--- src/rtl/reg_dump.sv ---
// reg_dump: read-side debug streamer for the RV32I register file.
// It walks register addresses 0..NREGS-1 through one read port. For each
// address it waits out the fixed read latency, captures the value and
// streams it out on a valid/ready interface.
// Optional feature macro: REG_DUMP_CHKSUM_EN. When defined, the dump gets a
// trailing word holding the XOR of all captured words.
module reg_dump #(
    parameter int unsigned NREGS  = 32,
    parameter int unsigned AW     = 5,
    parameter int unsigned DW     = 32,
    parameter int unsigned RD_LAT = 1
) (
    input  logic          clk,
    input  logic          rst_n,
    input  logic          start,
    input  logic          abort,
    output logic [AW-1:0] rf_addr,
    input  logic [DW-1:0] rf_rdata,
    output logic          out_valid,
    input  logic          out_ready,
    output logic [DW-1:0] out_data,
    output logic [AW-1:0] out_index,
    output logic          out_last,
    output logic          busy,
    output logic          done
);

    localparam int unsigned    LW       = $clog2(RD_LAT + 1);
    localparam logic [AW-1:0]  LAST_IDX = AW'(NREGS - 1);
    localparam logic [LW-1:0]  LAT_INIT = LW'(RD_LAT);

    typedef enum logic [1:0] {
        IDLE  = 2'd0,
        ISSUE = 2'd1,
        SEND  = 2'd2
`ifdef REG_DUMP_CHKSUM_EN
        ,
        CSUM  = 2'd3
`endif
    } state_t;

    state_t        state_q;
    logic [AW-1:0] idx_q;
    logic [LW-1:0] lat_q;
    logic          valid_q;
    logic [DW-1:0] data_q;
    logic [AW-1:0] index_q;
    logic          last_q;
    logic          busy_q;
    logic          done_q;
`ifdef REG_DUMP_CHKSUM_EN
    logic [DW-1:0] acc_q;
`endif

    // Dump sequencer: address walk, latency wait, capture and handshake.
    always_ff @(posedge clk or negedge rst_n) begin
        if (!rst_n) begin
            state_q <= IDLE;
            idx_q   <= '0;
            lat_q   <= '0;
            valid_q <= 1'b0;
            data_q  <= '0;
            index_q <= '0;
            last_q  <= 1'b0;
            busy_q  <= 1'b0;
            done_q  <= 1'b0;
`ifdef REG_DUMP_CHKSUM_EN
            acc_q   <= '0;
`endif
        end else begin
            done_q <= 1'b0;
            if (abort && (state_q != IDLE)) begin
                // Cancel wins over any coincident handshake; no done pulse.
                state_q <= IDLE;
                idx_q   <= '0;
                lat_q   <= '0;
                valid_q <= 1'b0;
                last_q  <= 1'b0;
                busy_q  <= 1'b0;
            end else begin
                case (state_q)
                    IDLE: begin
                        if (start) begin
                            idx_q   <= '0;
                            lat_q   <= LAT_INIT;
                            busy_q  <= 1'b1;
                            state_q <= ISSUE;
`ifdef REG_DUMP_CHKSUM_EN
                            acc_q   <= '0;
`endif
                        end
                    end
                    ISSUE: begin
                        if (lat_q == '0) begin
                            data_q  <= rf_rdata;
                            index_q <= idx_q;
                            valid_q <= 1'b1;
                            state_q <= SEND;
`ifdef REG_DUMP_CHKSUM_EN
                            last_q  <= 1'b0;
                            acc_q   <= acc_q ^ rf_rdata;
`else
                            last_q  <= (idx_q == LAST_IDX);
`endif
                        end else begin
                            lat_q <= lat_q - LW'(1);
                        end
                    end
                    SEND: begin
                        if (out_ready) begin
                            if (idx_q == LAST_IDX) begin
`ifdef REG_DUMP_CHKSUM_EN
                                // Trailing checksum word carries the last flag.
                                data_q  <= acc_q;
                                index_q <= '0;
                                last_q  <= 1'b1;
                                state_q <= CSUM;
`else
                                valid_q <= 1'b0;
                                last_q  <= 1'b0;
                                busy_q  <= 1'b0;
                                done_q  <= 1'b1;
                                state_q <= IDLE;
`endif
                            end else begin
                                valid_q <= 1'b0;
                                last_q  <= 1'b0;
                                idx_q   <= idx_q + AW'(1);
                                lat_q   <= LAT_INIT;
                                state_q <= ISSUE;
                            end
                        end
                    end
`ifdef REG_DUMP_CHKSUM_EN
                    CSUM: begin
                        if (out_ready) begin
                            valid_q <= 1'b0;
                            last_q  <= 1'b0;
                            busy_q  <= 1'b0;
                            done_q  <= 1'b1;
                            state_q <= IDLE;
                        end
                    end
`endif
                    default: begin
                        state_q <= IDLE;
                        valid_q <= 1'b0;
                        last_q  <= 1'b0;
                        busy_q  <= 1'b0;
                    end
                endcase
            end
        end
    end

    assign rf_addr   = idx_q;
    assign out_valid = valid_q;
    assign out_data  = data_q;
    assign out_index = index_q;
    assign out_last  = last_q;
    assign busy      = busy_q;
    assign done      = done_q;

endmodule

--- config.mk ---
export PLATFORM = sky130hd
export DESIGN_NAME = reg_dump
export DESIGN_NICKNAME = d
export VERILOG_FILES = /design/src/rtl/reg_dump.sv
export SDC_FILE = /design/constraint.sdc
export NUM_CORES = 1
export LEC_CHECK = 0
export CORE_ASPECT_RATIO = 0.7
export CORE_UTILIZATION = 33
export DETAILED_ROUTE_END_ITERATION = 16
export PLACE_DENSITY = 0.66
export REMOVE_ABC_BUFFERS = 1
export SLEW_MARGIN = 20
export SYNTH_ARGS = -nofsm -noshare
export SYNTH_HDL_FRONTEND = slang
export SYNTH_SLANG_ARGS = --single-unit
--- constraint.sdc ---
create_clock -name clk -period 2 [get_ports clk]
set_clock_uncertainty 0.2 [all_clocks]
set_input_delay 0.4 -clock clk [delete_from_list [all_inputs] [get_ports clk]]
set_output_delay 0.4 -clock clk [all_outputs]
set_load 0.03 [all_outputs]
==> qor.csv, run 1 <==
stage;metric;value;unit
logic_synthesis;yosys_warnings;0;
power_and_ir_drop;ir_worst_vdd;488.2;uV
power_and_ir_drop;p_int;2960;uW
power_and_ir_drop;clkPwrFrac;0.145;
min_path;hold_class;flip-flop to flip-flop;
logic_synthesis;syn_area;2071;um^2
power_and_ir_drop;power;4755;uW
floorplan;rows;23;
status;status;finished, final reports clean;
layout;fin_cells;325;
layout;final_area;3244;um^2
worst_setup_path;endpoint_kind;flip-flop;
global_route;gr-total-overflow;0;
clock_tree;htreeDepth;2;
timing;fmax;516.2;MHz
timing;setup_ws;0.06282;ns
power_and_ir_drop;power.density;1466;nW/um^2
worst_setup_path;worstPathArrival;1.92;ns
logic_synthesis;ys_ff_latch;49;
placed_design;dp.cells;316;
placed_design;place_ws;-0.1796;ns
timing;relSlewSlack;0.6377;
routing;drc;0;
global_route;antenna_found_initial;0;
clock_tree;cts_root_buf;clkbuf_8;
global_route;grt_use_total;0.1377;
layout;syn_to_final_growth;56.68;%
floorplan;die_h;68.28;um
timing;fin_crit_sh;0.9686;
worst_setup_path;crit_type;flip-flop to flip-flop;
logic_synthesis;synth_cell_type_count;34;
global_route;grt_pass1_wl;7065;um
power_and_ir_drop;switching_power;1795;uW
routing;routed_wl;4420;um
timing;hold_violations;0;
power_and_ir_drop;p_leak;0.001442;uW
floorplan;io_pins;83;
clock_tree;cts_buffer_depth;2;
worst_setup_path;crit_required;1.98;ns
logic_synthesis;synth_cells;146;
routing;drt_pass1_iterations;4;
routing;via_per_inst;4.625;
routing;wl_per_cell;13.60;um
clock_tree;clkTransAtPathRegs;0.09;ns
timing;setup_viol;0;
floorplan;start_util;0.3510;
global_route;grt_pass1_vias;1348;
floorplan;die_x;96.68;um
global_route;grt_max_degree;39;
clock_tree;tritoncts;done;
floorplan;die_area;6601;um^2
timing;tightest_slew;0.5435;ns
timing;min_period;1.937;ns
floorplan;coreArea;5899;um^2
routing;drt-initial-drc-count;44;
layout;antennaDiodeCount;0;
timing;finalMaxSlewViolations;0;
layout;final_layout_size_suffix_gt1_frac;0.2680;
routing;drtAntennaViolNets;0;
clock_tree;cts_buffers;5;
clock_tree;cts.sinks;49;
power_and_ir_drop;swShare;0.3774;
placed_design;gp_congestion;0.7615;
layout;final_common_cell;clkdlybuf4s50_1;
worst_setup_path;cp_max_fo;5;
logic_synthesis;syn_avg_cell_area;14.18;um^2
routing;vias;1503;
timing;whs;0.2787;ns
power_and_ir_drop;seqPwrFrac;0.334;
layout;layout.nets;289;
placed_design;dpl-instance-area;3089;um^2
power_and_ir_drop;comb_power_share;0.520;
placed_design;dp_hpwl;3273;um
layout;layout_common_cells;clkdlybuf4s50_1 (75), dfrtp_1 (49), mux2_2 (32), buf_4 (18), nor2_1 (10);
job;maxCapViolations;0;
logic_synthesis;ys_seq_area_frac;0.5921;
worst_setup_path;critPathLaunchType;flip-flop;
clock_tree;postCtsSetupBuffers;0;
clock_tree;clk_latency;0.29;ns
placed_design;numPortBuffers;82;
==> layer usage <==
metal,global-route usage,vias up,routed length [um]
met5,0,-,0
met4,0.04478,0,36
met3,0.03984,4,252
met2,0.1822,63,1758
met1,0.2103,712,2374
li1,-,724,-
==> cell type report <==
class	instances	area (um^2)
Tap cell	75	93.84
Inverter	4	15.01
Sequential cell	49	1226
Clock inverter	2	38.79
Clock buffer	6	72.57
Timing Repair Buffer	103	997.2
Multi-Input combinational cell	86	800.8
Fill cell	521	2655
==> logic make-up after synthesis <==
group / share of synthesized area
fa+ha+maj: 0.01813
buf+inv: 0.03927
flops: 0.5921
compound gates: 0.06768
mux: 0.2109
simple gates: 0.07191
==> state kept, by name, indices dropped and copies added (netlist names), 2 cells and up <==
name and cells:
out_data 32, state_q 2, out_index 5, rf_addr 5
==> timing repair <==
item	in CTS	in global routing
pin swaps	0	1
setup endpoints to repair	9	4
gates resized for setup	7	5
hold buffers	1	0
gates cloned	0	0
hold endpoints to repair	22	0
==> final timing paths <==
check	startpoint	end	slack, ns	cells after the start
worst max-delay path	rf_addr[0]	rf_addr[3]	0.06	7
worst min-delay path	out_valid	out_valid	0.28	1
worst max register to register	rf_addr[0]	rf_addr[3]	0.06	7
worst min register to register	out_valid	out_valid	0.28	1
max in group asynchronous	rst_n	out_data[25]	0.63	3
min in group asynchronous	rst_n	out_valid	0.45	2
==> synth_stat cells <==
| cell | number | area share |
|---|---|---|
| mux2_1 | 5 | 0.027 |
| o21bai_1 | 1 | 0.0036 |
| nor2_1 | 10 | 0.018 |
| nor3_1 | 2 | 0.0048 |
| nor2b_1 | 1 | 0.0030 |
| nand3_1 | 1 | 0.0024 |
| a21o_1 | 2 | 0.0072 |
| nand2_1 | 6 | 0.011 |
| o311ai_0 | 1 | 0.0042 |
| nand2b_1 | 1 | 0.0030 |
| nor4_1 | 1 | 0.0030 |
| dfrtp_1 | 49 | 0.59 |
| o22ai_1 | 1 | 0.0030 |
| o31ai_1 | 1 | 0.0036 |
| nor3b_2 | 1 | 0.0060 |
| a2bb2oi_1 | 1 | 0.0042 |
| buf_6 | 5 | 0.027 |
| mux2_2 | 32 | 0.17 |
| or2_1 | 1 | 0.0030 |
| a211o_1 | 1 | 0.0042 |
| buf_2 | 2 | 0.0048 |
| ha_1 | 3 | 0.018 |
| mux2i_1 | 2 | 0.0097 |
| o2bb2ai_2 | 1 | 0.0072 |
| a21oi_1 | 3 | 0.0072 |
| and3_1 | 1 | 0.0030 |
| a22o_1 | 1 | 0.0042 |
| inv_1 | 4 | 0.0072 |
| o221ai_1 | 1 | 0.0042 |
| a221o_1 | 1 | 0.0048 |
| a32o_1 | 1 | 0.0048 |
| nor4b_4 | 1 | 0.011 |
| o21ba_2 | 1 | 0.0048 |
| or3_1 | 1 | 0.0030 |
==> metrics by stage <==
step                       TNS [ns]    util
after floorplan              -24.19       -
after global placement       -5.303  0.5236
after detailed placement     -6.635  0.5236
after CTS                  -0.01522  0.5440
after global routing      -0.001484  0.5499
final                             0  0.5499
==> critical path: stages, from the launching register on <==
cell	delay [ns]
dfrtp_1	0.39
ha_1	0.21
and3_4	0.20
ha_4	0.17
nor2b_4	0.13
o21ba_2	0.16
o2bb2ai_4	0.08
a211o_1	0.29
==> power groups by stage <==
stage | Sequential [uW] | Clock, uW | Combinational (uW)
final | 1590 | 691 | 2470
after global placement | 1620 | 0 | 2450
after floorplan | 2350 | 0 | 671
after global routing | 1640 | 767 | 2610
after detailed placement | 1610 | 0 | 2480
after CTS | 1600 | 723 | 2490
Note: power is estimated with default switching activity, not from simulation.
==> run 2: changes to the inputs <==
Settings changed: REMOVE_ABC_BUFFERS 1 to unset.
==> run 2 against run 1 <==
  * Sequential share of layout area up 0.16 points
  * Via count is 0.20% higher
  * Cell count is 2.2% lower
  * Non-clock buffer count decreased by 7
  * Largest cell class unchanged
  * Power up 1.5%
  * Critical endpoint is now out_data[20]
  * Critical path type is now flip-flop to output port
  * Register-to-register slack is essentially flat
  * Setup slack worse by 0.012 ns
  * Clock power up 5.6%
  * Cell area down 0.23%
==> qor.csv, run 2 (synthesized netlist as in run 1, its figures left out) <==
stage;metric;value;unit
layout;layout.nets;282;
floorplan;io_pins;83;
worst_setup_path;worstPathArrival;1.35;ns
global_route;grt_pass1_wl;7445;um
layout;fin_util;0.5487;
timing;finalMaxSlewViolations;0;
clock_tree;postCtsSetupBuffers;0;
clock_tree;cts_root_buf;clkbuf_8;
power_and_ir_drop;ir_worst_vdd;756.7;uV
worst_setup_path;worst-path-buf-inv;1;
timing;setup_ws;0.05090;ns
routing;vias;1506;
clock_tree;clkTransAtPathRegs;0.09;ns
worst_setup_path;endpoint_kind;output port;
job;maxCapViolations;0;
routing;drt-initial-drc-count;47;
global_route;antenna_found_initial;0;
clock_tree;cts_buffer_depth;2;
status;status;finished, final reports clean;
floorplan;die_h;68.28;um
global_route;grt_max_degree;50;
power_and_ir_drop;power.density;1491;nW/um^2
routing;wl_per_cell;14.51;um
worst_setup_path;cp_max_fo;2;
layout;layout_common_cells;clkdlybuf4s50_1 (69), dfrtp_1 (47), mux2_2 (32), buf_4 (11), nor2_1 (10);
global_route;grt_pass1_vias;1483;
worst_setup_path;r2r_cells;7;
floorplan;start_util;0.3510;
timing;whs;0.2898;ns
worst_setup_path;max_stage_delay;0.68;ns
layout;final_area;3237;um^2
routing;drt_pass1_iterations;4;
worst_setup_path;critPathLaunchType;flip-flop;
routing;routed_wl;4614;um
worst_setup_path;crit_type;flip-flop to output port;
clock_tree;cts.sinks;49;
timing;hold_violations;0;
timing;tightest_slew;0.3606;ns
layout;syn_to_final_growth;56.31;%
global_route;gr-total-overflow;0;
worst_setup_path;crit_required;1.40;ns
timing;relSlewSlack;0.7592;
worst_setup_path;cpMaxStageDelayCell;clkdlybuf4s50_1;
clock_tree;tritoncts;done;
timing;min_period;1.949;ns
timing;setup_viol;0;
placed_design;dpl-instance-area;3095;um^2
global_route;grt_use_total;0.1449;
timing;fin_crit_sh;0.9745;
routing;drc;0;
routing;via_per_inst;4.736;
clock_tree;clk_latency;0.30;ns
floorplan;coreArea;5899;um^2
placed_design;numPortBuffers;82;
floorplan;rows;23;
worst_setup_path;cp_num_cells;1;
clock_tree;htreeDepth;2;
floorplan;die_area;6601;um^2
placed_design;gp_congestion;0.7382;
worst_setup_path;cp_cell_sequence;clkdlybuf4s50_1;
power_and_ir_drop;power;4826;uW
layout;antennaDiodeCount;0;
min_path;whs_path_depth;1;
layout;final_common_cell;clkdlybuf4s50_1;
logic_synthesis;synth_nets;186;
layout;largest_reg_flops;32;
routing;drtAntennaViolNets;0;
timing;rsz0062_at_grt;false;
clock_tree;cts_buffers;5;
power_and_ir_drop;p_leak;0.001464;uW
placed_design;place_ws;-0.1732;ns
worst_setup_path;crit_family;buffers and inverters;
floorplan;die_x;96.68;um
placed_design;dp_hpwl;3280;um
timing;fmax;513.1;MHz
layout;final_layout_size_suffix_gt1_frac;0.2634;
min_path;hold_class;flip-flop to flip-flop;
run 2: worst paths after layout:
| path | start | end | slack [ns] |
|---|---|---|---|
| worst max-delay path | out_data[20] | out_data[20] | 0.05 |
| worst min-delay path | out_valid | out_valid | 0.29 |
| worst max register to register | rf_addr[0] | rf_addr[3] | 0.07 |
| worst min register to register | out_valid | out_valid | 0.29 |
| max in group asynchronous | rst_n | rf_addr[0] | 0.96 |
| min in group asynchronous | rst_n | out_index[3] | 0.41 |
run 2: cell type report:
| cell class | instances | area (um^2) |
|---|---|---|
| clock buffers | 7 | 86.33 |
| fillers | 519 | 2663 |
| inverters | 4 | 15.01 |
| repair buffers | 96 | 955.9 |
| multi-input cells | 86 | 827.0 |
| well taps | 75 | 93.84 |
| flip-flops and latches | 49 | 1229 |
| clock inverters | 1 | 30.03 |
run 2: where the power goes:
part | internal [uW] | switching [uW] | leakage (uW)
Clock | 408 | 322 | 0.0000585
Combinational | 1200 | 1290 | 0.000802
Sequential | 1380 | 226 | 0.000604
Total | 2990 | 1840 | 0.00146
run 2: through the flow:
| step | std cells | TNS [ns] |
|---|---|---|
| 4_1_cts | 318 | 0 |
| 3_5_place_dp | 309 | -6.373 |
| 6_report | 318 | 0 |
| 5_1_grt | 318 | 0 |
| 3_3_place_gp | 309 | -5.601 |
| 2_1_floorplan | 146 | 0 |
run 2: layer usage:
layer	track usage	up-vias	share of wire
met2	0.2007	59	0.39
li1	-	708	-
met1	0.2058	733	0.52
met4	0.04478	0	0.0093
met5	0	-	0
met3	0.05720	6	0.078
run 2: repair_timing:
item,CTS,global route
hold endpoints to repair,49,0
resized for setup,6,8
pin swaps,0,2
hold buffers,1,0
setup endpoints to repair,6,8
